## config.mk

```make
export PLATFORM = sky130hd
export DESIGN_NAME = byte_queue_flat
export DESIGN_NICKNAME = d
export VERILOG_FILES = /design/src/rtl/byte_queue_if.sv /design/src/rtl/byte_queue.sv /design/src/flat_wrapper.sv
export SDC_FILE = /design/constraint.sdc
export NUM_CORES = 1
export LEC_CHECK = 0
export BUFFER_PORTS_ARGS = -buffer_cell sky130_fd_sc_hd__buf_2
export CORE_MARGIN = 2
export CORE_UTILIZATION = 46
export CTS_BUF_LIST = sky130_fd_sc_hd__clkbuf_4 sky130_fd_sc_hd__clkbuf_8
export CTS_CLUSTER_DIAMETER = 50
export DETAILED_ROUTE_END_ITERATION = 7
export MAX_ROUTING_LAYER = met4
export PLACE_DENSITY_LB_ADDON = 0.05
export SLEW_MARGIN = 30
export SYNTH_ARGS = -nofsm -noshare
export SYNTH_HDL_FRONTEND = slang
export SYNTH_SLANG_ARGS = --single-unit
```

## constraint.sdc

```tcl
create_clock -name clock -period 3.23 [get_ports clock]
set_clock_uncertainty 0.2 [all_clocks]
set_input_delay 0.1615 -clock clock [delete_from_list [all_inputs] [get_ports clock]]
set_output_delay 0.1615 -clock clock [all_outputs]
set_load 0.01 [all_outputs]
```

## src/rtl/byte_queue_if.sv

```systemverilog
// Handshake bundle between the deserializer/consumer side (master) and byte_queue (slave).
interface byte_queue_if #(
    parameter int unsigned DEPTH = 8,
    parameter int unsigned WIDTH = 8
);
    localparam int unsigned LenW = $clog2(DEPTH) + 1;

    logic [WIDTH-1:0] data_in;
    logic             data_ready_in;
    logic             ack_out;
    logic             dequeue_in;
    logic [WIDTH-1:0] data_out;
    logic             data_valid_out;
    logic [LenW-1:0]  len_out;
    logic             full_out;
    logic             empty_out;

    modport master (
        output data_in, data_ready_in, dequeue_in,
        input  ack_out, data_out, data_valid_out, len_out, full_out, empty_out
    );

    modport slave (
        input  data_in, data_ready_in, dequeue_in,
        output ack_out, data_out, data_valid_out, len_out, full_out, empty_out
    );
endinterface

```

## src/rtl/byte_queue.sv

```systemverilog
// Circular byte FIFO behind the deserializer's data_ready/ack handshake; backpressures by
// withholding the ack while full.
module byte_queue #(
    parameter int unsigned DEPTH = 8,
    parameter int unsigned WIDTH = 8
) (
    input logic         clock,
    input logic         reset,
    byte_queue_if.slave bus
);
    localparam int unsigned PtrW = $clog2(DEPTH);
    localparam int unsigned LenW = PtrW + 1;

    typedef enum logic [0:0] {StIdle, StWaitLow} state_e;

    state_e            state_q, state_d;
    logic [WIDTH-1:0]  mem_q [DEPTH];
    logic [PtrW-1:0]   wr_ptr_q, wr_ptr_d;
    logic [PtrW-1:0]   rd_ptr_q, rd_ptr_d;
    logic [LenW-1:0]   len_q, len_d;
    logic              ack_q, ack_d;
    logic [WIDTH-1:0]  data_q, data_d;
    logic              valid_q, valid_d;
    logic              full, empty, capture, pop;

    // Full/empty come from pre-edge len, so a same-cycle pop never frees room for a capture.
    assign full  = (len_q == LenW'(DEPTH));
    assign empty = (len_q == '0);
    assign pop   = bus.dequeue_in && !empty;

    always_comb begin
        state_d  = state_q;
        capture  = 1'b0;
        wr_ptr_d = wr_ptr_q;
        unique case (state_q)
            StIdle: begin
                if (bus.data_ready_in && !full) begin
                    capture  = 1'b1;
                    wr_ptr_d = wr_ptr_q + PtrW'(1);
                    state_d  = StWaitLow;
                end
            end
            StWaitLow: begin
                if (!bus.data_ready_in) state_d = StIdle;
            end
            default: state_d = StIdle;
        endcase
    end

    always_comb begin
        ack_d    = capture;
        valid_d  = pop;
        data_d   = pop ? mem_q[rd_ptr_q] : data_q;
        rd_ptr_d = pop ? rd_ptr_q + PtrW'(1) : rd_ptr_q;
        len_d    = len_q;
        if (capture && !pop)      len_d = len_q + LenW'(1);
        else if (pop && !capture) len_d = len_q - LenW'(1);
    end

    always_ff @(posedge clock or posedge reset) begin
        if (reset) begin
            state_q  <= StIdle;
            wr_ptr_q <= '0;
            rd_ptr_q <= '0;
            len_q    <= '0;
            ack_q    <= 1'b0;
            data_q   <= '0;
            valid_q  <= 1'b0;
        end else begin
            state_q  <= state_d;
            wr_ptr_q <= wr_ptr_d;
            rd_ptr_q <= rd_ptr_d;
            len_q    <= len_d;
            ack_q    <= ack_d;
            data_q   <= data_d;
            valid_q  <= valid_d;
        end
    end

    always_ff @(posedge clock) begin
        if (capture) mem_q[wr_ptr_q] <= bus.data_in;
    end

    assign bus.ack_out        = ack_q;
    assign bus.data_out       = data_q;
    assign bus.data_valid_out = valid_q;
    assign bus.len_out        = len_q;
    assign bus.full_out       = full;
    assign bus.empty_out      = empty;
endmodule
```

## src/flat_wrapper.sv

```systemverilog
// flat-port wrapper written by rule: the top's interface ports become plain ports
module byte_queue_flat 
#(
    parameter int unsigned DEPTH = 8,
    parameter int unsigned WIDTH = 8
)
  (clock, reset, bus_data_in, bus_data_ready_in, bus_dequeue_in, bus_ack_out, bus_data_out, bus_data_valid_out, bus_len_out, bus_full_out, bus_empty_out);
  byte_queue_if #(.DEPTH(DEPTH), .WIDTH(WIDTH)) bus_i ();
  input logic clock;
  input logic reset;
  input wire logic [$bits(bus_i.data_in)-1:0] bus_data_in;
  input wire logic [$bits(bus_i.data_ready_in)-1:0] bus_data_ready_in;
  input wire logic [$bits(bus_i.dequeue_in)-1:0] bus_dequeue_in;
  output wire logic [$bits(bus_i.ack_out)-1:0] bus_ack_out;
  output wire logic [$bits(bus_i.data_out)-1:0] bus_data_out;
  output wire logic [$bits(bus_i.data_valid_out)-1:0] bus_data_valid_out;
  output wire logic [$bits(bus_i.len_out)-1:0] bus_len_out;
  output wire logic [$bits(bus_i.full_out)-1:0] bus_full_out;
  output wire logic [$bits(bus_i.empty_out)-1:0] bus_empty_out;
  assign bus_i.data_in = bus_data_in;
  assign bus_i.data_ready_in = bus_data_ready_in;
  assign bus_i.dequeue_in = bus_dequeue_in;
  assign bus_ack_out = bus_i.ack_out;
  assign bus_data_out = bus_i.data_out;
  assign bus_data_valid_out = bus_i.data_valid_out;
  assign bus_len_out = bus_i.len_out;
  assign bus_full_out = bus_i.full_out;
  assign bus_empty_out = bus_i.empty_out;
  byte_queue #(.DEPTH(DEPTH), .WIDTH(WIDTH)) u_core (.clock(clock), .reset(reset), .bus(bus_i));
endmodule
```

## Word level (Yosys, flattened, before mapping)

Memories as Yosys holds them, arrays and structs flattened. A register that Yosys moved wholly into a read port is not among the register bits.
Index checks and enable logic that the tools add are counted.

- Add/subtract/negate cells: 4
- Equality and inequality tests: 1
- Muxes and demuxes: 8
- Bitwise operators: 1
- Reduce and logical (&&, ||, !) cells: 11

Operator list:

| cell | number |
|---|---|
| 4-bit 2-to-1 mux | 2 |
| 3-bit by 1-bit adder with 3-bit output (second input constant) | 2 |
| 1-bit 2-to-1 mux | 5 |
| 4-bit by 1-bit adder with 4-bit output (second input constant) | 1 |
| 4-bit equality test (second input constant) | 1 |
| 1-bit logical AND | 4 |
| 1-bit zero test | 4 |
| 4-bit zero test | 1 |
| 4-bit by 1-bit subtractor with 4-bit output (second input constant) | 1 |
| 1-bit one-hot mux with 2 select lines | 1 |
| 2-bit AND reduction | 1 |
| 2-bit nonzero test | 1 |
| 1-bit inverter | 1 |

- Register bits after elaboration: 13
- Bits in writable memories: 64
- Bits of input ports: 12
- Output and inout bits: 16
- Memories: 1

Memories:

| memory | depth | width | read ports | clocked after memory_dff | write ports | line | text |
|---|---|---|---|---|---|---|---|
| u_core.mem_q | 8 | 8 | 1 | 1 | 1 | byte_queue.sv:17 | `logic [WIDTH-1:0] mem_q [DEPTH];` |

## Depth between registers and ports, before layout

Gate-level depths: netlist of the first run.

- Depth in word-level cells: 9
- Gate-level depth with buffers: 9
- Mapped depth without buffers: 9

## Worst setup path after synthesis of the first run

OpenSTA, ideal clock, no wires.

- Path kind: reg-to-reg
- Start: reg u_core.len_q[0] (netlist: u_core.bus.len_out[0])
- End: reg u_core.len_q[3] (netlist: u_core.bus.len_out[3])
- Setup time: 0.136 ns
- Arrival time: 2.336 ns
- Data required time: 2.894 ns
- Setup slack: 0.557 ns
- Stages on the path, launching flop included: 9
- Buffers on the path: 1
- Cells stage by stage: dfrtp_1 o41ai_2 buf_2 ha_1 inv_1 ha_1 a21o_1 a2111oi_0 o31ai_1

- Longest elaborated chain between the ends: 8

Ends and longest elaborated chain:

| element | line | text |
|---|---|---|
| start, declared | byte_queue.sv:20 | `logic [LenW-1:0] len_q, len_d;` |
| start signal, assigned | byte_queue.sv:73 | `len_q <= len_d;` |
| 4-bit equality test | byte_queue.sv:27 | `assign full = (len_q == LenW'(DEPTH));` |
| 1-bit zero test | byte_queue.sv:37 | `if (bus.data_ready_in && !full) begin` |
| 1-bit logical AND | byte_queue.sv:37 |  |
| 1-bit 2-to-1 mux | byte_queue.sv:37 |  |
| 1-bit 2-to-1 mux | byte_queue.sv:35 | `unique case (state_q)` |
| 1-bit zero test | byte_queue.sv:57 | `else if (pop && !capture) len_d = len_q - LenW'(1);` |
| 1-bit logical AND | byte_queue.sv:57 |  |
| 2-bit nonzero test (no line) | n/a |  |

Parallel ways exist; a longest one is shown, timed or not. The select of a mux whose other input is x is not followed.
A chain may end at the register's enable or synchronous reset.

## Worst setup path after layout of the first run

- Start: reg u_core.len_q[0] (netlist: u_core.bus.len_out[0])
- End: reg u_core.len_q[3] (netlist: u_core.bus.len_out[3])

- Longest elaborated chain between the ends: 8

Ends and longest elaborated chain:

| element | line | text |
|---|---|---|
| 4-bit equality test * | byte_queue.sv:27 |  |
| 1-bit zero test * | byte_queue.sv:37 |  |
| 1-bit logical AND * | byte_queue.sv:37 |  |
| 1-bit 2-to-1 mux * | byte_queue.sv:37 |  |
| 1-bit 2-to-1 mux * | byte_queue.sv:35 |  |
| net u_core.ack_d | byte_queue.sv:21 | `logic ack_q, ack_d;` |
| 1-bit zero test | byte_queue.sv:57 |  |
| 1-bit logical AND | byte_queue.sv:57 |  |
| 2-bit nonzero test (no line) | n/a |  |

The timed path passes the listed nets; every way through them passes the cells marked *. The select of a mux whose other input is x is not followed.

==> impl_metrics.py, run 1 <==
metrics = {
    "outcome": {
        "outcome": "complete, no violations",
    },
    "clock_tree": {
        "cts_tree": "done",
        "cts_buffers": 9,
        "clock-sinks": 85,
        "htreeDepth": 3,
        "hold_buffers": 10,
        "clkTransAtPathRegs_ns": 0.09,
        "clock_latency_ns": 0.35,
        "clockRootBuffer": "clkbuf_8",
        "ctsResizeCount": 0,
        "cts_setup_buffers": 0,
        "clk_path_buf_depth": 2,
    },
    "timing": {
        "setup_tns_ns": 0,
        "fin_crit_ns": 2.77,
        "final_max_slew_viol_count": 0,
        "hold_violations": 0,
        "rsz0062_at_grt": "false",
        "setup_violations": 0,
        "slew-limit-headroom": 0.459,
        "clock.fmax_mhz": 361,
        "fin_crit_sh": 0.857,
        "hold_slack_ns": 0.0948,
        "tightest_slew_ns": 0.810,
    },
    "logic_synthesis": {
        "ys_ff_latch": 85,
        "syn_area_per_cell_um2": 16.2,
        "seq_area_frac_synth": 0.700,
        "ys.warnings.count": 0,
        "ys.flop_type": "edfxtp_1",
        "synthCells": 216,
        "yosysUniqueCellTypes": 36,
        "synth_edf_count": 64,
        "netlist_area_mm2": 0.00350,
        "async_flop_share": 0.247,
        "syn_nets": 234,
    },
    "cells_and_area": {
        "areaGrowthSynthToFinish_pct": 16.4,
        "nets": 285,
        "fin_util": 0.558,
        "diodes": 0,
        "design_area_mm2": 0.00407,
        "drive_gt1_frac": 0.287,
    },
    "global_routing": {
        "grt.total_usage": 0.162,
        "grt_pass1_wl_um": 9450,
        "grt_pass1_vias": 1825,
        "grt_max_degree": 35,
        "antenna_found_initial": 0,
        "grt-ovfl-total": 0,
    },
    "placed_design": {
        "placed_area_mm2": 0.00377,
        "globalplace.congestion": 0.801,
        "io_buffers": 27,
        "dp_hpwl_um": 3940,
    },
    "drt": {
        "vias": 1854,
        "wl_per_cell_um": 16.7,
        "drt_iter0_markers": 74,
        "via_per_inst": 5.00,
        "ant_nets": 0,
        "drc": 0,
        "routed_wl_um": 6180,
        "dr.pass1.iters": 4,
    },
    "floorplan": {
        "start_util": 0.480,
        "die_w_um": 91.2,
        "design.core.area_mm2": 0.00729,
        "rows": 31,
        "die_area_mm2": 0.00832,
        "ioPinCount": 28,
        "die-height_um": 91.2,
    },
    "worst_setup_path": {
        "startpoint_type": "flip-flop",
        "crit_start": "u_core.bus.len_out[0]$_DFFE_PP0P_",
        "worstReg2RegStart": "u_core.bus.len_out[0]$_DFFE_PP0P_",
        "endpoint_kind": "flip-flop",
        "arrival_ns": 2.79,
        "crit_type": "reg -> reg",
        "worstPathRequired_ns": 3.26,
        "cp_max_fo": 7,
        "worst-r2r-setup-slack_ns": 0.46,
    },
    "job": {
        "cap_viol_max_count": 0,
    },
    "power_and_ir_drop": {
        "peakVddDrop_mv": 0.366,
        "power_leakage_nw": 1.54,
        "p_per_area_mw_per_mm2": 825,
    },
    "min_path": {
        "min_path_type": "in -> reg",
        "hold_start": "bus_dequeue_in",
    },
}
-- per-layer routing --
layer / global-route usage / up-vias / routed length [um] / part of all wire
met3: 0.0407 / 5 / 182 / 0.029
met4: 0.0606 / 0 / 65 / 0.011
met2: 0.263 / 29 / 3070 / 0.50
met5: - / - / 0 / 0
li1: - / 928 / - / -
met1: 0.196 / 892 / 2860 / 0.46
-- report_power, final --
group / total (mW) / switching (mW) / leakage, nW / internal [mW]
clock: 0.742 / 0.383 / 0.0918 / 0.359
combinational: 1.09 / 0.579 / 0.620 / 0.514
sequential: 1.52 / 0.156 / 0.829 / 1.37
-- synth_stat cells, drive strengths merged (5+ instances only) --
master   n  area [um2]
ha       5        62.6
nor2     7        26.3
xnor2    5        43.8
mux2    18         203
nand2   19        71.3
dfrtp   21         526
buf      7        78.8
o22ai    8        50.1
edfxtp  64        1920
o21ai    9        48.8
mux2i   17         170
a221o    8        80.1
-- cells by family (layout without fill, tap and decap cells) --
logic type | after synthesis | count (layout) | synth area share
flops | 85 | 85 | 0.700
simple gates | 40 | 40 | 0.0601
mux | 35 | 35 | 0.107
compound gates | 31 | 31 | 0.0662
buf+inv | 13 | 69 | 0.0290
fa+ha+maj | 6 | 6 | 0.0236
xor+xnor | 6 | 6 | 0.0150
-- worst paths after layout --
check                                                 endpoint  cells past startpoint
setup reg to reg             u_core.bus.len_out[3]$_DFFE_PP0P_                      8
hold / removal             u_core.bus.data_valid_out$_DFF_PP0_                      4
hold reg to reg             u_core.bus.data_out[3]$_DFFE_PP0P_                      2
setup / recovery             u_core.bus.len_out[3]$_DFFE_PP0P_                      8
min in group asynchronous   u_core.bus.data_out[5]$_DFFE_PP0P_                      3
max in group asynchronous       u_core.wr_ptr_q[0]$_DFFE_PP0P_                      3
-- metrics by stage --
step | instances | total power, mW | worst slack, ns
after detailed placement | 345 | 2.65 | 0.489
final | 371 | 3.36 | 0.461
after CTS | 371 | 3.40 | 0.465
after global routing | 371 | 3.57 | 0.161
after global placement | 345 | 2.64 | 0.502
after floorplan | 216 | 2.38 | 0.557
-- layout by cell type (no fill, tap or decap), types with 2 or more instances in the layout --
| cell | instances |
|---|---|
| buf_2 | 27 |
| nor3_1 | 4 |
| dlygate4sd3_1 | 10 |
| dfrtp_1 | 21 |
| nand2_1 | 19 |
| nor2_1 | 7 |
| clkinvlp_4 | 3 |
| edfxtp_1 | 64 |
| inv_1 | 3 |
| xnor2_1 | 5 |
| o22ai_1 | 8 |
| clkbuf_8 | 9 |
| o21ai_1 | 7 |
| buf_4 | 12 |
| nand2b_1 | 4 |
| nor2b_1 | 2 |
| a221o_1 | 8 |
| mux2i_1 | 17 |
| mux2_2 | 18 |
| ha_1 | 5 |
-- cell type report --
| cell class | instances | area [um2] |
|---|---|---|
| fillers | 616 | 3220 |
| flip-flops and latches | 85 | 2450 |
| multi-input cells | 118 | 961 |
| repair buffers | 49 | 325 |
| clock buffers | 9 | 124 |
| well taps | 99 | 124 |
| clock inverters | 7 | 75.1 |
| inverters | 4 | 15.0 |
-- state kept, by name, summed over array words and instances, names as in the netlist --
signal                     flops
u_core.bus.data_out            8
u_core.wr_ptr_q                3
u_core.mem_q                  64
u_core.bus.ack_out             1
u_core.bus.len_out             4
u_core.state_q                 1
u_core.bus.data_valid_out      1
u_core.rd_ptr_q                3
-- worst max-delay path, cell delays in order (launching register included) --
cell,delay (ns)
dfrtp_1,0.58
nor4b_4,0.11
nor3b_4,0.33
ha_1,0.28
inv_1,0.11
ha_1,0.28
a21o_1,0.20
a2111oi_0,0.43
o31ai_1,0.13
Power figures use the tool's default switching activity.
==> inputs of run 2 (changes only) <==
--- a/config.mk
+++ b/config.mk
@@ -7,10 +7,11 @@
 export LEC_CHECK = 0
 export BUFFER_PORTS_ARGS = -buffer_cell sky130_fd_sc_hd__buf_2
 export CORE_MARGIN = 2
-export CORE_UTILIZATION = 46
+export CORE_UTILIZATION = 35
 export CTS_BUF_LIST = sky130_fd_sc_hd__clkbuf_4 sky130_fd_sc_hd__clkbuf_8
 export CTS_CLUSTER_DIAMETER = 50
 export DETAILED_ROUTE_END_ITERATION = 7
+export HOLD_SLACK_MARGIN = 0.03
 export MAX_ROUTING_LAYER = met4
 export PLACE_DENSITY_LB_ADDON = 0.05
 export SLEW_MARGIN = 30
==> impl_metrics.py, run 2 (synthesis gave the netlist of run 1 again) <==
metrics = {
    "cells_and_area": {
        "mostFrequentLayoutCell": "edfxtp_1",
        "largest_register_ffs": 64,
        "top_register": "u_core.mem_q",
        "final_cells": 404,
        "design_area_mm2": 0.00411,
        "final_cell_mix": "edfxtp_1, buf_2, dfrtp_1",
        "nets": 284,
        "diodes": 0,
        "areaGrowthSynthToFinish_pct": 17.6,
        "fillers": 928,
        "drive_gt1_frac": 0.284,
    },
    "timing": {
        "final_max_slew_viol_count": 0,
        "fin_crit_ns": 2.77,
        "tightest_slew_ns": 0.835,
        "setup_tns_ns": 0,
        "slew-limit-headroom": 0.443,
        "clock.fmax_mhz": 361,
        "setup_ws_ns": 0.463,
        "setup_violations": 0,
        "fin_crit_sh": 0.857,
        "rsz0062_at_grt": "false",
        "hold_violations": 0,
    },
    "drt": {
        "vias": 1857,
        "wl_per_cell_um": 16.1,
        "dr.pass1.iters": 4,
        "routed_wl_um": 6510,
        "via_per_inst": 4.60,
        "ant_nets": 0,
        "drc": 0,
        "drt_iter0_markers": 130,
    },
    "floorplan": {
        "die_area_mm2": 0.0108,
        "design.core.area_mm2": 0.00973,
        "rows": 36,
        "start_util": 0.360,
        "die_w_um": 104,
        "die-height_um": 104,
        "ioPinCount": 28,
    },
    "global_routing": {
        "grt_pass1_wl_um": 10400,
        "grt.total_usage": 0.133,
        "grt_max_degree": 22,
        "grt_pass1_vias": 1875,
        "grt-ovfl-total": 0,
        "antenna_found_initial": 0,
    },
    "worst_setup_path": {
        "startpoint_type": "flip-flop",
        "r2r_end": "u_core.bus.len_out[3]$_DFFE_PP0P_",
        "arrival_ns": 2.80,
        "reg2reg_depth": 8,
        "worstReg2RegStart": "u_core.bus.len_out[0]$_DFFE_PP0P_",
        "endpoint_kind": "flip-flop",
        "crit_start": "u_core.bus.len_out[0]$_DFFE_PP0P_",
        "worstPathRequired_ns": 3.26,
        "crit_type": "reg -> reg",
        "worst-r2r-setup-slack_ns": 0.46,
        "cp_max_fo": 7,
    },
    "clock_tree": {
        "clock-sinks": 85,
        "clk_path_buf_depth": 2,
        "clkTransAtPathRegs_ns": 0.09,
        "htreeDepth": 3,
        "clockRootBuffer": "clkbuf_8",
        "clock_latency_ns": 0.35,
        "cts_buffers": 9,
        "cts_tree": "done",
        "cts_setup_buffers": 0,
    },
    "placed_design": {
        "placed_area_mm2": 0.00381,
        "dp_cells": 378,
        "dp_hpwl_um": 4270,
        "globalplace.congestion": 0.730,
        "io_buffers": 27,
        "place_ws_ns": 0.432,
    },
    "power_and_ir_drop": {
        "peakVddDrop_mv": 0.259,
        "p_per_area_mw_per_mm2": 828,
        "power_leakage_nw": 1.55,
    },
    "job": {
        "cap_viol_max_count": 0,
    },
    "min_path": {
        "hold_start": "bus_dequeue_in",
        "min_path_type": "in -> reg",
        "worstHoldPathCells": 4,
        "holdPathEnd": "u_core.bus.data_valid_out$_DFF_PP0_",
    },
    "outcome": {
        "outcome": "complete, no violations",
    },
}
[run 2: cell types whose count changed in the layout (fill, tap and decap cells not counted), sizes merged]
cell,previous run,this run
clkinv,2,4
clkinvlp,3,0
inv,5,6
buf,39,38
[run 2: how the worst max path moves through the flow]
stage                                        end  slack, ns  cells after the start
6_report       u_core.bus.len_out[3]$_DFFE_PP0P_       0.46                      8
5_1_grt        u_core.bus.len_out[3]$_DFFE_PP0P_       0.08                      8
4_1_cts        u_core.bus.len_out[3]$_DFFE_PP0P_       0.42                      8
3_5_place_dp   u_core.bus.len_out[3]$_DFFE_PP0P_       0.43                      8
3_3_place_gp   u_core.bus.len_out[3]$_DFFE_PP0P_       0.53                      8
2_1_floorplan  u_core.bus.len_out[3]$_DFFE_PP0P_       0.56                      8
[run 2: power by group]
group	total, mW	internal, mW	switching [mW]
logic	1.05	0.518	0.535
clock network	0.774	0.370	0.404
registers	1.58	1.37	0.213
total	3.41	2.26	1.15
[run 2: layout make-up]
class                      count  area [um2]  share of cell area
inverter                       4        15.0             0.00365
tap                          133         166              0.0405
clock inverter                 7        81.3              0.0198
sequential                    85        2450               0.595
timing repair buffer          48         318              0.0773
multi-input combinational    118         961               0.234
clock buffer                   9         124              0.0301
[run 2: metal layers]
layer / global-route usage / share of wire
met1: 0.179 / 0.50
met2: 0.198 / 0.46
met3: 0.0257 / 0.028
met4: 0.0550 / 0.014
met5: - / 0
[run 2: per-stage QoR]
| step | power [mW] | util | hold WS, ns |
|---|---|---|---|
| global route | 3.63 | 0.423 | 0.112 |
| finish | 3.41 | 0.423 | 0.107 |
| CTS | 3.47 | 0.423 | 0.0919 |
| floorplan | 2.38 | - | -0.0620 |
| global placement | 2.67 | 0.391 | 0.179 |
| detailed placement | 2.68 | 0.391 | 0.182 |
[run 2: critical path, stage by stage, from the launching register on]
cell       delay (ns)
dfrtp_1          0.57
nor4b_4          0.11
nor3b_4          0.34
ha_1             0.28
inv_1            0.11
ha_1             0.28
a21o_1           0.20
a2111oi_0        0.41
o31ai_1          0.13
[run 2: repair_timing]
action                                 in CTS  in global routing
hold buffers                               10                  0
endpoints found under the hold margin      87                  0
resized for setup                           0                  0
